**src/rtl/uart_mm_pkg.sv**
```systemverilog
// Shared command/response codes and decoder state encoding for the UART memory-mapped path.
// Latency: n/a (constants and a pure helper function only).
// Backpressure: n/a.
package uart_mm_pkg;

    localparam logic [7:0] CMD_WRITE = 8'h57;
    localparam logic [7:0] CMD_READ  = 8'h52;
    localparam logic [7:0] RSP_ACK   = 8'h06;
    localparam logic [7:0] RSP_NAK   = 8'h15;

    typedef enum logic [2:0] {
        ST_IDLE      = 3'd0,
        ST_GET_ADDR  = 3'd1,
        ST_GET_DATA  = 3'd2,
        ST_WRITE     = 3'd3,
        ST_READ      = 3'd4,
        ST_READ_WAIT = 3'd5,
        ST_SEND      = 3'd6
    } state_t;

    // Increment that sticks at 0xFF instead of wrapping.
    function automatic logic [7:0] sat_inc8(input logic [7:0] v);
        return (v == 8'hFF) ? v : v + 8'd1;
    endfunction

endpackage

```
**src/rtl/uart_mm_byte_timer.sv**
```systemverilog
// Inter-byte idle timer: counts enabled cycles, pulses o_tc on the last allowed idle cycle.
// Latency: o_tc is combinational from the count; a clear takes effect on the next edge.
// Backpressure: none; clear has priority over counting.
module uart_mm_byte_timer #(
    parameter int TimeoutCycles = 1000000,
    parameter int TimeoutWidth  = 20
) (
    input  logic i_clk,
    input  logic i_rst_n,
    input  logic i_en,
    input  logic i_clr,
    output logic o_tc
);

    localparam logic [TimeoutWidth-1:0] LP_LAST = TimeoutWidth'(TimeoutCycles - 1);

    logic [TimeoutWidth-1:0] r_count;

    // Idle-cycle counter: cleared by an accepted byte or whenever no frame is in progress.
    always_ff @(posedge i_clk or negedge i_rst_n) begin
        if (!i_rst_n) begin
            r_count <= '0;
        end else if (i_clr) begin
            r_count <= '0;
        end else if (i_en) begin
            r_count <= r_count + TimeoutWidth'(1);
        end
    end

    // A byte arriving on the terminal cycle clears the timer, so it suppresses the pulse.
    assign o_tc = i_en & ~i_clr & (r_count == LP_LAST);

endmodule

```
**src/rtl/uart_mm_cmd_decoder.sv**
```systemverilog
// Parses 'W' addr data / 'R' addr frames from the RX byte stream into register bus strobes; one response byte per command.
// Latency: write strobe 1 cycle after last byte, response 2 cycles; read strobe 1 cycle after addr, response 3 cycles.
// Backpressure: RX is stalled (o_rx_ready=0) outside the byte-collecting states; the response waits on i_tx_ready indefinitely.
module uart_mm_cmd_decoder
    import uart_mm_pkg::*;
#(
    parameter int TimeoutCycles = 1000000,
    parameter int TimeoutWidth  = 20
) (
    input  logic       i_clk,
    input  logic       i_rst_n,
    input  logic       i_rx_valid,
    output logic       o_rx_ready,
    input  logic [7:0] i_rx_data,
    output logic       o_tx_valid,
    input  logic       i_tx_ready,
    output logic [7:0] o_tx_data,
    output logic       o_reg_wr_en,
    output logic       o_reg_rd_en,
    output logic [7:0] o_reg_addr,
    output logic [7:0] o_reg_wdata,
    input  logic [7:0] i_reg_rdata,
    output logic [7:0] o_err_count
);

    state_t     r_state;
    state_t     w_state_nxt;
    logic       r_op_wr;
    logic       r_rdy_en;
    logic [7:0] r_tx_data;
    logic [7:0] r_addr;
    logic [7:0] r_wdata;
    logic [7:0] r_err;

    logic       w_in_frame;
    logic       w_rx_fire;
    logic       w_tc;
    logic       w_err_inc;
    logic       w_known_cmd;

    assign w_in_frame  = (r_state == ST_GET_ADDR) | (r_state == ST_GET_DATA);
    // r_rdy_en keeps o_rx_ready low while in reset and until the first clock after release.
    assign o_rx_ready  = r_rdy_en & (w_in_frame | (r_state == ST_IDLE));
    assign w_rx_fire   = i_rx_valid & o_rx_ready;
    assign w_known_cmd = (i_rx_data == CMD_WRITE) | (i_rx_data == CMD_READ);

    assign o_tx_valid  = (r_state == ST_SEND);
    assign o_tx_data   = r_tx_data;
    assign o_reg_wr_en = (r_state == ST_WRITE);
    assign o_reg_rd_en = (r_state == ST_READ);
    assign o_reg_addr  = r_addr;
    assign o_reg_wdata = r_wdata;
    assign o_err_count = r_err;

    uart_mm_byte_timer #(
        .TimeoutCycles (TimeoutCycles),
        .TimeoutWidth  (TimeoutWidth)
    ) u_byte_timer (
        .i_clk   (i_clk),
        .i_rst_n (i_rst_n),
        .i_en    (w_in_frame),
        .i_clr   (w_rx_fire | ~w_in_frame),
        .o_tc    (w_tc)
    );

    // State register.
    always_ff @(posedge i_clk or negedge i_rst_n) begin
        if (!i_rst_n) begin
            r_state <= ST_IDLE;
        end else begin
            r_state <= w_state_nxt;
        end
    end

    // Next-state logic; an accepted byte always takes priority over the idle timeout.
    always_comb begin
        w_state_nxt = r_state;
        w_err_inc   = 1'b0;
        case (r_state)
            ST_IDLE: begin
                if (w_rx_fire) begin
                    if (w_known_cmd) begin
                        w_state_nxt = ST_GET_ADDR;
                    end else begin
                        w_state_nxt = ST_SEND;
                        w_err_inc   = 1'b1;
                    end
                end
            end
            ST_GET_ADDR: begin
                if (w_rx_fire) begin
                    w_state_nxt = r_op_wr ? ST_GET_DATA : ST_READ;
                end else if (w_tc) begin
                    w_state_nxt = ST_IDLE;
                    w_err_inc   = 1'b1;
                end
            end
            ST_GET_DATA: begin
                if (w_rx_fire) begin
                    w_state_nxt = ST_WRITE;
                end else if (w_tc) begin
                    w_state_nxt = ST_IDLE;
                    w_err_inc   = 1'b1;
                end
            end
            ST_WRITE:     w_state_nxt = ST_SEND;
            ST_READ:      w_state_nxt = ST_READ_WAIT;
            ST_READ_WAIT: w_state_nxt = ST_SEND;
            ST_SEND: begin
                if (i_tx_ready) begin
                    w_state_nxt = ST_IDLE;
                end
            end
            default:      w_state_nxt = ST_IDLE;
        endcase
    end

    // Frame latches, response byte and saturating error counter.
    always_ff @(posedge i_clk or negedge i_rst_n) begin
        if (!i_rst_n) begin
            r_rdy_en  <= 1'b0;
            r_op_wr   <= 1'b0;
            r_tx_data <= 8'h00;
            r_addr    <= 8'h00;
            r_wdata   <= 8'h00;
            r_err     <= 8'h00;
        end else begin
            r_rdy_en <= 1'b1;
            if (r_state == ST_IDLE && w_rx_fire) begin
                r_op_wr <= (i_rx_data == CMD_WRITE);
                if (!w_known_cmd) begin
                    r_tx_data <= RSP_NAK;
                end
            end
            if (r_state == ST_GET_ADDR && w_rx_fire) begin
                r_addr <= i_rx_data;
            end
            if (r_state == ST_GET_DATA && w_rx_fire) begin
                r_wdata <= i_rx_data;
            end
            if (r_state == ST_WRITE) begin
                r_tx_data <= RSP_ACK;
            end
            if (r_state == ST_READ_WAIT) begin
                r_tx_data <= i_reg_rdata;
            end
            if (w_err_inc) begin
                r_err <= sat_inc8(r_err);
            end
        end
    end

endmodule

```
**config.mk**
```make
export PLATFORM = sky130hd
export DESIGN_NAME = uart_mm_cmd_decoder
export DESIGN_NICKNAME = d
export VERILOG_FILES = /design/src/rtl/uart_mm_pkg.sv /design/src/rtl/uart_mm_byte_timer.sv /design/src/rtl/uart_mm_cmd_decoder.sv
export SDC_FILE = /design/constraint.sdc
export NUM_CORES = 1
export LEC_CHECK = 0
export CAP_MARGIN = 10
export CELL_PAD_IN_SITES_DETAIL_PLACEMENT = 1
export CELL_PAD_IN_SITES_GLOBAL_PLACEMENT = 1
export CORE_ASPECT_RATIO = 0.8
export CORE_MARGIN = 2
export CORE_UTILIZATION = 36
export DETAILED_ROUTE_END_ITERATION = 8
export PLACE_DENSITY_LB_ADDON = 0.08
export SLEW_MARGIN = 20
export SYNTH_ARGS = -nofsm -noshare
export SYNTH_HDL_FRONTEND = slang
export SYNTH_SLANG_ARGS = --single-unit
```
**constraint.sdc**
```tcl
create_clock -name i_clk -period 1.7 [get_ports i_clk]
set_input_delay 0.34 -clock i_clk [delete_from_list [all_inputs] [get_ports i_clk]]
set_output_delay 0.34 -clock i_clk [all_outputs]
set_load 0.02 [all_outputs]
```
==> flow_metrics.py <==
metrics = {
    "routing": {
        "drt_iter0_markers": 44,
        "wirelength_um": 8120,
        "viasPerCell": 4.91,
        "drc": 0,
        "dr.pass1.iters": 5,
        "wl_per_cell_um": 16.7,
        "num_vias": 2388,
        "antenna_left": 0,
    },
    "finish": {
        "area_growth_pct": 59.2,
        "diodes": 0,
        "multi_input_area_sq_mm": 0.00143,
        "final-seq-area_sq_mm": 0.00143,
        "nets": 398,
        "layout-drive-gt1-share": 0.362,
        "fill_cells": 797,
    },
    "floorplanning": {
        "initial_utilization": 0.372,
        "coreArea_sq_mm": 0.00739,
        "die_w_um": 102,
        "die_height_um": 82.2,
        "num_io_pins": 56,
        "rows": 28,
        "dieArea_sq_mm": 0.00836,
    },
    "clock_network": {
        "cts_root_buffer": "clkbuf_8",
        "cts_buffer_depth": 2,
        "clk_pin_slew_ps": 70,
        "cts_tree": "built",
        "numCtsBuffers": 9,
        "htreeDepth": 3,
        "clock_latency_ps": 340,
        "cts.sinks": 57,
    },
    "placed_design": {
        "io_buffers": 55,
        "dp_hpwl_um": 5230,
        "gp_routability_congestion": 0.724,
    },
    "critical_path": {
        "worst-path-max-fanout": 7,
        "end_kind": "flip-flop",
        "worst_ep_required_time_ps": 1930,
        "worstSetupPathType": "flip-flop to flip-flop",
        "worstPathArrival_ps": 2040,
        "worstSetupStartpointType": "flip-flop",
    },
    "timing": {
        "timing.hold.ws_ps": 371,
        "setup_viol": 21,
        "hold_viol": 0,
        "worst_slack_ps": -114,
        "setup_tns_ps": -1000,
        "rsz0062_at_grt": "yes",
        "finalClockSkew_ps": 7.03,
        "fin_crit_ps": 1810,
        "drv_slew": 0,
        "fmax_mhz": 551,
        "min_period_over_period": 1.07,
    },
    "global_route": {
        "grt_pass1_vias": 2368,
        "grt.total_usage": 0.189,
        "grt_pass1_wl_um": 11900,
        "overflow": 0,
        "grt_antenna_before_repair": 0,
        "grt_max_degree": 40,
    },
    "synth": {
        "ys_top_cells_by_count": "dfrtp_1, nor2_1, nand2_1, xor2_1, mux2_2",
        "synth_top_cell_by_area": "dfrtp_1",
        "synth-main-ff-cell": "dfrtp_1",
        "syn_area_sq_mm": 0.00275,
        "yosysWarnings": 0,
        "synth_nets": 272,
        "netlist_instances": 250,
        "synth_edf_count": 0,
        "synth_seq_cells": 57,
        "synth.distinct_cells": 44,
        "syn_area_per_cell_sq_um": 11.0,
        "async_flop_share": 1.00,
        "synth_area_leaders": "dfrtp_1, mux2_2, xor2_1",
        "synth_top_area_frac": 0.519,
        "ys_seq_area_frac": 0.519,
        "synth.most_common_cell": "dfrtp_1",
    },
    "outcome": {
        "violations": "negative setup slack",
        "outcome": "finished with violations",
    },
    "power_and_ir_drop": {
        "power_density_mw_per_mm2": 1520,
        "p_leak_nw": 2.09,
        "peakVddDrop_uv": 792,
    },
    "hold_path": {
        "hold_path.class": "input port to flip-flop",
    },
    "run": {
        "drv_cap": 0,
    },
}
==> power by group <==
group	internal [mW]	switching [mW]	leakage (nW)
Sequential	1.70	0.263	0.743
Combinational	1.55	1.46	1.22
Clock	1.12	0.585	0.122
==> final timing paths <==
check	start	end	slack [ps]	depth (start not counted)
max	r_state[0]	o_err_count[1]	-110	5
min	i_rx_data[5]	o_reg_addr[5]	370	3
max reg2reg	r_state[0]	o_err_count[1]	-110	5
min reg2reg	o_err_count[7]	o_err_count[7]	510	1
max in group asynchronous	i_rst_n	r_state[2]	630	3
min in group asynchronous	i_rst_n	o_tx_data[4]	480	2
==> critical path: stages, from the launching register on <==
cell,delay (ps)
dfrtp_2,470
nand4bb_4,240
a311oi_4,410
a31oi_4,130
nor2_4,140
mux2_4,300
==> registers in the layout (all words and copies together), names as in the netlist <==
name	count
u_byte_timer.r_count	20
o_err_count	8
o_reg_addr	8
o_reg_wdata	8
o_tx_data	8
r_state	3
r_op_wr	1
r_rdy_en	1
==> what timing repair did <==
action                                  in CTS  in global routing
resized for setup                           39                 45
endpoints found under the hold margin       18                  0
pin swaps                                    8                 16
endpoints found under the setup margin      22                 41
hold buffers                                 1                  0
setup buffers                                5                 14
==> placed cells by master (no fill, tap or decap), types with 2 or more instances in the layout <==
cell / count
nor4b_2: 2
dfrtp_2: 3
a21oi_1: 4
o22ai_1: 2
bufinv_16: 4
nand2_1: 21
nor3_2: 2
and2_1: 5
o2111ai_1: 2
a211o_1: 2
nand3_1: 11
buf_6: 6
buf_4: 64
nor2_4: 3
dlygate4sd2_1: 9
o21ai_0: 7
nor4_4: 2
o21ai_1: 3
nor4_2: 2
ha_1: 2
mux2_2: 16
inv_1: 4
and3_1: 3
nor3b_1: 3
dlymetal6s2s_1: 13
clkinvlp_4: 3
clkbuf_8: 9
nand2b_1: 2
nor2b_4: 3
xnor2_1: 5
nand4_1: 6
clkdlybuf4s50_1: 28
dfrtp_1: 54
and4_1: 4
nor2_1: 22
xor2_1: 20
==> metal layers <==
layer / part of all wire / GRT usage / routed length, um
met5: 0 / 0 / 0
met1: 0.44 / 0.253 / 3550
met2: 0.52 / 0.302 / 4200
met3: 0.038 / 0.0598 / 309
met4: 0.0070 / 0.0446 / 57
==> layout make-up <==
| class | count | share of cell area |
|---|---|---|
| inverter | 4 | 0.00343 |
| sequential | 57 | 0.327 |
| timing repair buffer | 123 | 0.252 |
| multi-input combinational | 181 | 0.327 |
| clock buffer | 9 | 0.0283 |
| tap | 105 | 0.0300 |
| clock inverter | 7 | 0.0326 |
==> stage by stage <==
stage	worst slack, ps	std cells	area [sq um]	total power [mW]	utilization
2_1_floorplan	16.0	250	2760	3.19	-
3_3_place_gp	-511	452	3780	4.39	0.512
3_5_place_dp	-622	452	3780	4.47	0.512
4_1_cts	-120	473	4150	6.37	0.561
5_1_grt	-227	486	4380	7.00	0.592
6_report	-114	486	4380	6.68	0.592
==> cells by family after synthesis <==
logic type      Yosys count  synth area share
compound gates           31            0.0851
xor+xnor                 27            0.0860
fa+ha+maj                 2           0.00910
buf+inv                  12            0.0205
flops                    57             0.519
mux                      17            0.0696
other cells               1           0.00136
simple gates            103             0.210
(Power assumes the default switching activity.)
